## src/rtl/sig_gen_pkg.sv

```systemverilog
// Shared constants and helpers for the test-signal source: LFSR seed/taps and noise masking.
package sig_gen_pkg;

    localparam int unsigned MASK_W    = 16;
    localparam logic [15:0] LFSR_SEED = 16'hACE1;
    localparam logic [15:0] LFSR_TAPS = 16'hB400;

    // Low `level` bits set; any level at or above the sample width yields all ones there.
    function automatic logic [MASK_W-1:0] noise_mask(input logic [3:0] level);
        logic [MASK_W-1:0] m;
        for (int i = 0; i < int'(MASK_W); i++) begin
            m[i] = (i < int'(level));
        end
        return m;
    endfunction

endpackage

```

## src/rtl/noise_lfsr.sv

```systemverilog
// Galois LFSR noise source; advances only on step_i and presents the masked low bits.
module noise_lfsr
    import sig_gen_pkg::*;
#(
    parameter int unsigned LFSR_W = 16,
    parameter int unsigned DATA_W = 8
) (
    input  logic              clk_i,
    input  logic              rst_ni,
    input  logic              step_i,
    input  logic              noise_en_i,
    input  logic [3:0]        level_i,
    output logic [DATA_W-1:0] noise_o
);
    logic [LFSR_W-1:0] lfsr_q, lfsr_d;
    logic [DATA_W-1:0] mask;

    always_comb begin
        lfsr_d = lfsr_q;
        if (step_i) begin
            lfsr_d = lfsr_q >> 1;
            if (lfsr_q[0]) begin
                lfsr_d = lfsr_d ^ LFSR_W'(LFSR_TAPS);
            end
        end
    end

    always_ff @(posedge clk_i or negedge rst_ni) begin
        if (!rst_ni) begin
            lfsr_q <= LFSR_W'(LFSR_SEED);
        end else begin
            lfsr_q <= lfsr_d;
        end
    end

    assign mask    = DATA_W'(noise_mask(level_i));
    assign noise_o = noise_en_i ? (lfsr_q[DATA_W-1:0] & mask) : '0;

endmodule

```

## src/rtl/sine_rom.sv

```systemverilog
// Combinational sine table, unsigned offset-binary; a parabolic half-wave per half period.
module sine_rom #(
    parameter int unsigned ADDR_W = 10,
    parameter int unsigned DATA_W = 8
) (
    input  logic [ADDR_W-1:0] addr_i,
    output logic [DATA_W-1:0] data_o
);
    localparam int unsigned HALF   = 1 << (ADDR_W - 1);
    localparam int unsigned PROD_W = 2 * (ADDR_W - 1);
    localparam int unsigned SHIFT  = 2 * ADDR_W - 3 - DATA_W;
    localparam int unsigned MAG_W  = DATA_W + 1;
    localparam int unsigned MID    = 1 << (DATA_W - 1);

    logic [ADDR_W-2:0] x;
    logic [PROD_W-1:0] prod;
    logic [MAG_W-1:0]  mag;
    logic [MAG_W-1:0]  hi;
    logic [DATA_W-1:0] lo;

    assign x    = addr_i[ADDR_W-2:0];
    assign prod = PROD_W'(x) * PROD_W'(HALF - int'(x));
    assign mag  = MAG_W'(prod >> SHIFT);
    assign hi   = MAG_W'(MID) + mag;
    assign lo   = DATA_W'(MID) - DATA_W'(mag);

    // Positive peak lands one code above full scale, so clip it.
    always_comb begin
        if (addr_i[ADDR_W-1]) begin
            data_o = lo;
        end else if (hi[DATA_W]) begin
            data_o = '1;
        end else begin
            data_o = hi[DATA_W-1:0];
        end
    end

endmodule

```

## src/rtl/sig_gen_stream.sv

```systemverilog
// Test-signal source: divider-paced phase accumulator into sine_rom, plus bounded noise,
// saturated and streamed over valid/ready with full back-pressure.
module sig_gen_stream
    import sig_gen_pkg::*;
#(
    parameter int unsigned ADDR_W = 10,
    parameter int unsigned FRAC_W = 6,
    parameter int unsigned DATA_W = 8,
    parameter int unsigned OUT_W  = 10,
    parameter int unsigned LFSR_W = 16
) (
    input  logic                     clk_i,
    input  logic                     rst_ni,
    input  logic                     en_i,
    input  logic [ADDR_W+FRAC_W-1:0] tune_i,
    input  logic [7:0]               div_i,
    input  logic                     noise_en_i,
    input  logic [3:0]               noise_level_i,
    input  logic                     out_ready_i,
    output logic                     out_valid_o,
    output logic [OUT_W-1:0]         signal_o,
    output logic                     wrap_o
);
    localparam int unsigned PH_W   = ADDR_W + FRAC_W;
    localparam int unsigned SUM_W  = DATA_W + 1;
    localparam int unsigned WIDE_W = (SUM_W > OUT_W) ? SUM_W : OUT_W;
    localparam logic [WIDE_W-1:0] SAT_MAX = WIDE_W'({OUT_W{1'b1}});

    logic              stall, tick;
    logic [7:0]        cnt_q, cnt_d;
    logic [PH_W-1:0]   phase_q, phase_d;
    logic              ovf_q, ovf_d;
    logic [PH_W:0]     phase_sum;
    logic [ADDR_W-1:0] addr1_q, addr1_d;
    logic [DATA_W-1:0] noise1_q, noise1_d;
    logic              wrap1_q, wrap1_d, v1_q, v1_d;
    logic              valid_q, valid_d, wrap_q, wrap_d;
    logic [OUT_W-1:0]  signal_q, signal_d;
    logic [DATA_W-1:0] noise, rom_data;
    logic [WIDE_W-1:0] sum_wide;

    assign stall     = valid_q & ~out_ready_i;
    assign tick      = en_i & ~stall & (cnt_q >= div_i);
    assign phase_sum = {1'b0, phase_q} + {1'b0, tune_i};
    assign sum_wide  = WIDE_W'(rom_data) + WIDE_W'(noise1_q);

    // ovf_q remembers the carry of the last increment so wrap tags the first post-wrap sample.
    always_comb begin
        cnt_d    = cnt_q;
        phase_d  = phase_q;
        ovf_d    = ovf_q;
        addr1_d  = addr1_q;
        noise1_d = noise1_q;
        wrap1_d  = wrap1_q;
        v1_d     = v1_q;
        if (!stall) begin
            v1_d = tick;
            if (en_i) begin
                cnt_d = tick ? 8'd0 : cnt_q + 8'd1;
            end
            if (tick) begin
                addr1_d  = phase_q[PH_W-1:FRAC_W];
                noise1_d = noise;
                wrap1_d  = ovf_q;
                ovf_d    = phase_sum[PH_W];
                phase_d  = phase_sum[PH_W-1:0];
            end
        end
    end

    always_comb begin
        valid_d  = valid_q;
        signal_d = signal_q;
        wrap_d   = wrap_q;
        if (!stall) begin
            valid_d = v1_q;
            if (v1_q) begin
                signal_d = (sum_wide > SAT_MAX) ? OUT_W'(SAT_MAX) : OUT_W'(sum_wide);
                wrap_d   = wrap1_q;
            end
        end
    end

    always_ff @(posedge clk_i or negedge rst_ni) begin
        if (!rst_ni) begin
            cnt_q    <= '0;
            phase_q  <= '0;
            ovf_q    <= 1'b0;
            addr1_q  <= '0;
            noise1_q <= '0;
            wrap1_q  <= 1'b0;
            v1_q     <= 1'b0;
            valid_q  <= 1'b0;
            signal_q <= '0;
            wrap_q   <= 1'b0;
        end else begin
            cnt_q    <= cnt_d;
            phase_q  <= phase_d;
            ovf_q    <= ovf_d;
            addr1_q  <= addr1_d;
            noise1_q <= noise1_d;
            wrap1_q  <= wrap1_d;
            v1_q     <= v1_d;
            valid_q  <= valid_d;
            signal_q <= signal_d;
            wrap_q   <= wrap_d;
        end
    end

    sine_rom #(
        .ADDR_W(ADDR_W),
        .DATA_W(DATA_W)
    ) u_rom (
        .addr_i(addr1_q),
        .data_o(rom_data)
    );

    noise_lfsr #(
        .LFSR_W(LFSR_W),
        .DATA_W(DATA_W)
    ) u_noise (
        .clk_i     (clk_i),
        .rst_ni    (rst_ni),
        .step_i    (tick),
        .noise_en_i(noise_en_i),
        .level_i   (noise_level_i),
        .noise_o   (noise)
    );

    assign out_valid_o = valid_q;
    assign signal_o    = signal_q;
    assign wrap_o      = wrap_q;

endmodule

```

## config.mk

```make
export PLATFORM = sky130hd
export DESIGN_NAME = sig_gen_stream
export DESIGN_NICKNAME = d
export VERILOG_FILES = /design/src/rtl/sig_gen_pkg.sv /design/src/rtl/noise_lfsr.sv /design/src/rtl/sine_rom.sv /design/src/rtl/sig_gen_stream.sv
export SDC_FILE = /design/constraint.sdc
export NUM_CORES = 1
export LEC_CHECK = 0
export ABC_CLOCK_PERIOD_IN_PS = 15150
export BUFFER_PORTS_ARGS = -buffer_cell sky130_fd_sc_hd__buf_4
export CELL_PAD_IN_SITES_DETAIL_PLACEMENT = 2
export CELL_PAD_IN_SITES_GLOBAL_PLACEMENT = 2
export CORE_UTILIZATION = 44
export DETAILED_ROUTE_END_ITERATION = 8
export GPL_ROUTABILITY_DRIVEN = 0
export PLACE_DENSITY = 0.93
export SYNTH_ARGS = -nofsm -noshare
export SYNTH_HDL_FRONTEND = slang
export SYNTH_SLANG_ARGS = --single-unit
```

## constraint.sdc

```tcl
create_clock -name clk_i -period 15.15 [get_ports clk_i]
set_input_delay 3.03 -clock clk_i [delete_from_list [all_inputs] [get_ports clk_i]]
set_output_delay 3.03 -clock clk_i [all_outputs]
set_load 0.1 [all_outputs]
```

==> reports/qor.log <==
INFO  worst_setup_path slowest_cp_cell=dfrtp_1
INFO  route          met3_wirelength=799um
INFO  floorplan      floorplan.die.width=128um
INFO  route          wl_met1=9.81mm
INFO  synthesis      synth.cell_area=7040um2
INFO  sta            maxClockFrequency=0.110GHz
INFO  synthesis      most_instantiated_library_cell_after_synthesis=inv_1
INFO  grt            maximum_number_of_pins_on_one_net_before_global_route_repair=73
INFO  route          drt-initial-drc-count=252
INFO  route          vias=5,572
INFO  sta            maxSlewHeadroom=35.4%
INFO  sta            finalWorstSetupSlack=6.09ns
INFO  layout         drive_above_1_share=15.5%
INFO  worst_setup_path setup.worst_path.start_class=flip-flop
INFO  layout         layout.core_utilization=51.4%
INFO  layout         finalNetCount=921
INFO  clock_tree     cts_max_path_buffers=2
INFO  worst_setup_path worstPathMaxFanout=17
INFO  placed_design  port-buffer-count=43
INFO  outcome        status=finished clean
INFO  clock_tree     clock_tree_from_tritoncts=built
INFO  clock_tree     h-tree-depth=3
INFO  synthesis      synth_cell_type_count=58
INFO  worst_setup_path end_kind=flip-flop
INFO  sta            fin_skew=0.00922ns
INFO  worst_setup_path criticalPathCategory=flip-flop to flip-flop
INFO  synthesis      synth_cells=710
INFO  grt            first_pass_grt_wire_length=39.8mm
INFO  worst_setup_path timing.critical_path.mode_cell=inv_1
INFO  route          routed_via_density=5.76
INFO  route          avgRoutedWirePerCell=25.8um
INFO  clock_tree     cts_buf_count=9
INFO  floorplan      placeableCoreArea=15,400um2
INFO  clock_tree     clock-sinks=72
INFO  synthesis      synth-main-ff-cell=dfrtp_1
INFO  synthesis      async_set_or_reset_register_ratio_after_synthesis=100%
INFO  worst_setup_path slowest_delay=0.70ns
INFO  grt            vias_in_the_first_global_route=6,752
INFO  sta            rsz0062_at_grt=no
INFO  route          met2_wirelength=13.3mm
INFO  route          drtAntennaViolNets=0
INFO  sta            report.final.setup_viol=0
INFO  worst_setup_path critPathRequiredTime=15.41ns
INFO  job            drv.max_cap_violation_count=0
INFO  clock_tree     clkTransAtPathRegs=0.07ns
INFO  floorplan      die_footprint=16,500um2
INFO  clock_tree     root_buffer_selected_by_cts=clkbuf_16
INFO  worst_setup_path critPathArrivalTime=9.32ns
INFO  placed_design  post-place-ws=6.47ns
INFO  placed_design  detailedPlacementHpwl=17.5mm
INFO  synthesis      synth-warning-count=0
INFO  synthesis      post_synth.cell_area_avg=9.91um2
INFO  sta            hold_slack=0.504ns
INFO  layout         antennaDiodeCount=0
INFO  sta            timing.final.max_slew_violations=0
INFO  synthesis      synthTopCellsByArea=dfrtp_1 (23%), fa_1 (16%), ha_1 (14%)
INFO  route          routed_wirelength=25.0mm
INFO  synthesis      yosysTopAreaCellShare=22.8%
INFO  floorplan      initial_core_util=45.6%
INFO  route          drcViolationCount=0
INFO  layout         footprint_of_the_flip_flops_and_latches=1810um2
INFO  worst_setup_path worst-r2r-setup-slack=6.09ns
INFO  clock_tree     clock_latency=0.36ns
INFO  grt            grt.overflow.total=0
INFO  grt            globalRouteTotalUtil=32.8%
INFO  hold_path      worstHoldPathType=flip-flop to flip-flop
INFO  layout         fillerInstances=1,638
INFO  grt            grt_antenna_before_repair=0
INFO  route          detail_route.first_pass.iterations=4
INFO  floorplan      chipHeight=128um
INFO  layout         area_delta_synth_final=12.6%
INFO  floorplan      num_rows=45
INFO  sta            setup_total_negative_slack=0ns
INFO  sta            fin_crit_share=59.8%
INFO  synthesis      ys_seq_area_share=25.7%
INFO  clock_tree     post_cts.resized_instances=0
INFO  sta            tightestPinTransition=0.968ns
INFO  route          top_routing_layer_used=met4
INFO  sta            finalHoldViolations=0
INFO  clock_tree     cts_post_setup_buffers_inserted=0
INFO  sta            fin_crit=9.06ns
INFO  synthesis      synthDominantAreaCellType=dfrtp_1
INFO  synthesis      yosys-top-cells-count=inv_1 (98), ha_1 (79), dfrtp_1 (64), fa_1 (57), nand2b_1 (40)
INFO  synthesis      ys_seq_elements=72
INFO  layout         multi_input_area=4800um2
INFO  clock_tree     cts_hold_repair.buffers=0
INFO  synthesis      synth_edf_count=0
INFO  floorplan      boundaryPins=45
-- critical path, delay by kind of cell, from the launching register on --
family	cells	cell delay, ns
adder cells (fa/ha/maj)	10	4.04
AO/OA/AOI/OAI	10	2.13
AND/OR/NAND/NOR	8	1.40
flip-flops	1	0.70
buffers and inverters	6	0.50
XOR/XNOR	1	0.18
-- per-stage QoR --
stage / instance area [um2] / std cells
after floorplan: 7060 / 717
after global placement: 7590 / 952
after detailed placement: 7590 / 952
after CTS: 7920 / 968
after global routing: 7920 / 968
final: 7920 / 968
-- cells by family (layout without fill, tap and decap cells) --
| family | after synthesis | count (layout) | synth area share, % |
|---|---|---|---|
| other | 2 | 9 | 0.107 |
| AO/OA/AOI/OAI | 105 | 105 | 10.3 |
| AND/OR/NAND/NOR | 197 | 197 | 15.3 |
| flip-flops | 72 | 72 | 25.7 |
| adder cells (fa/ha/maj) | 136 | 136 | 30.3 |
| buffers and inverters | 119 | 159 | 6.42 |
| multiplexers | 41 | 41 | 6.49 |
| XOR/XNOR | 38 | 38 | 5.37 |
-- registers in the layout (all words and copies together) (netlist names) --
signal	cells
addr1_q	10
v1_q	1
phase_q	16
out_valid_o	1
u_noise.lfsr_q	16
ovf_q	1
cnt_q	8
signal_o	9
wrap1_q	1
noise1_q	8
wrap_o	1
-- layer usage --
metal | vias up | global-route usage, %
li1 | 2452 | -
met1 | 2900 | 37.4
met2 | 150 | 59.8
met3 | 70 | 4.74
met4 | 0 | 16.4
met5 | - | 0
-- placed cells by master, fill, tap and decap left out, drive strengths merged, types with 3 or more instances in the layout --
cell	count
a211oi	4
a21o	13
a21oi	16
a22o	3
a22oi	3
a31o	3
a31oi	3
and2	14
and3	7
buf	45
clkbuf	10
conb	9
dfrtp	64
dfstp	8
fa	57
ha	79
inv	102
mux2	37
mux2i	4
nand2	36
nand2b	40
nand3	7
nand4	12
nor2	23
nor2b	34
nor3	10
nor4	4
o21a	5
o21ai	35
o41a	3
xnor2	25
xor2	13
-- path summary, 6_finish.rpt --
check                                             start                       to  cells after the start
worst min register to register  signal_o[2]$_DFFE_PN0P_  signal_o[2]$_DFFE_PN0P_                      2
max in group asynchronous                        rst_ni  phase_q[12]$_DFFE_PN0P_                      1
worst max register to register   addr1_q[0]$_DFFE_PN0P_  signal_o[8]$_DFFE_PN0P_                     35
worst max-delay path             addr1_q[0]$_DFFE_PN0P_  signal_o[8]$_DFFE_PN0P_                     35
worst min-delay path            signal_o[2]$_DFFE_PN0P_  signal_o[2]$_DFFE_PN0P_                      2
min in group asynchronous                        rst_ni   phase_q[0]$_DFFE_PN0P_                      1
-- cell type report --
| class | instances | area share [%] |
|---|---|---|
| clock inverter | 6 | 1.23 |
| multi-input combinational | 526 | 60.6 |
| timing repair buffer | 45 | 4.26 |
| inverter | 98 | 4.64 |
| sequential | 72 | 22.9 |
| clock buffer | 10 | 3.02 |
| tap | 211 | 3.33 |
Power is left out: the tool's default activity adds up to more than one toggle a clock period on the data nets, which glitch-free logic cannot reach.
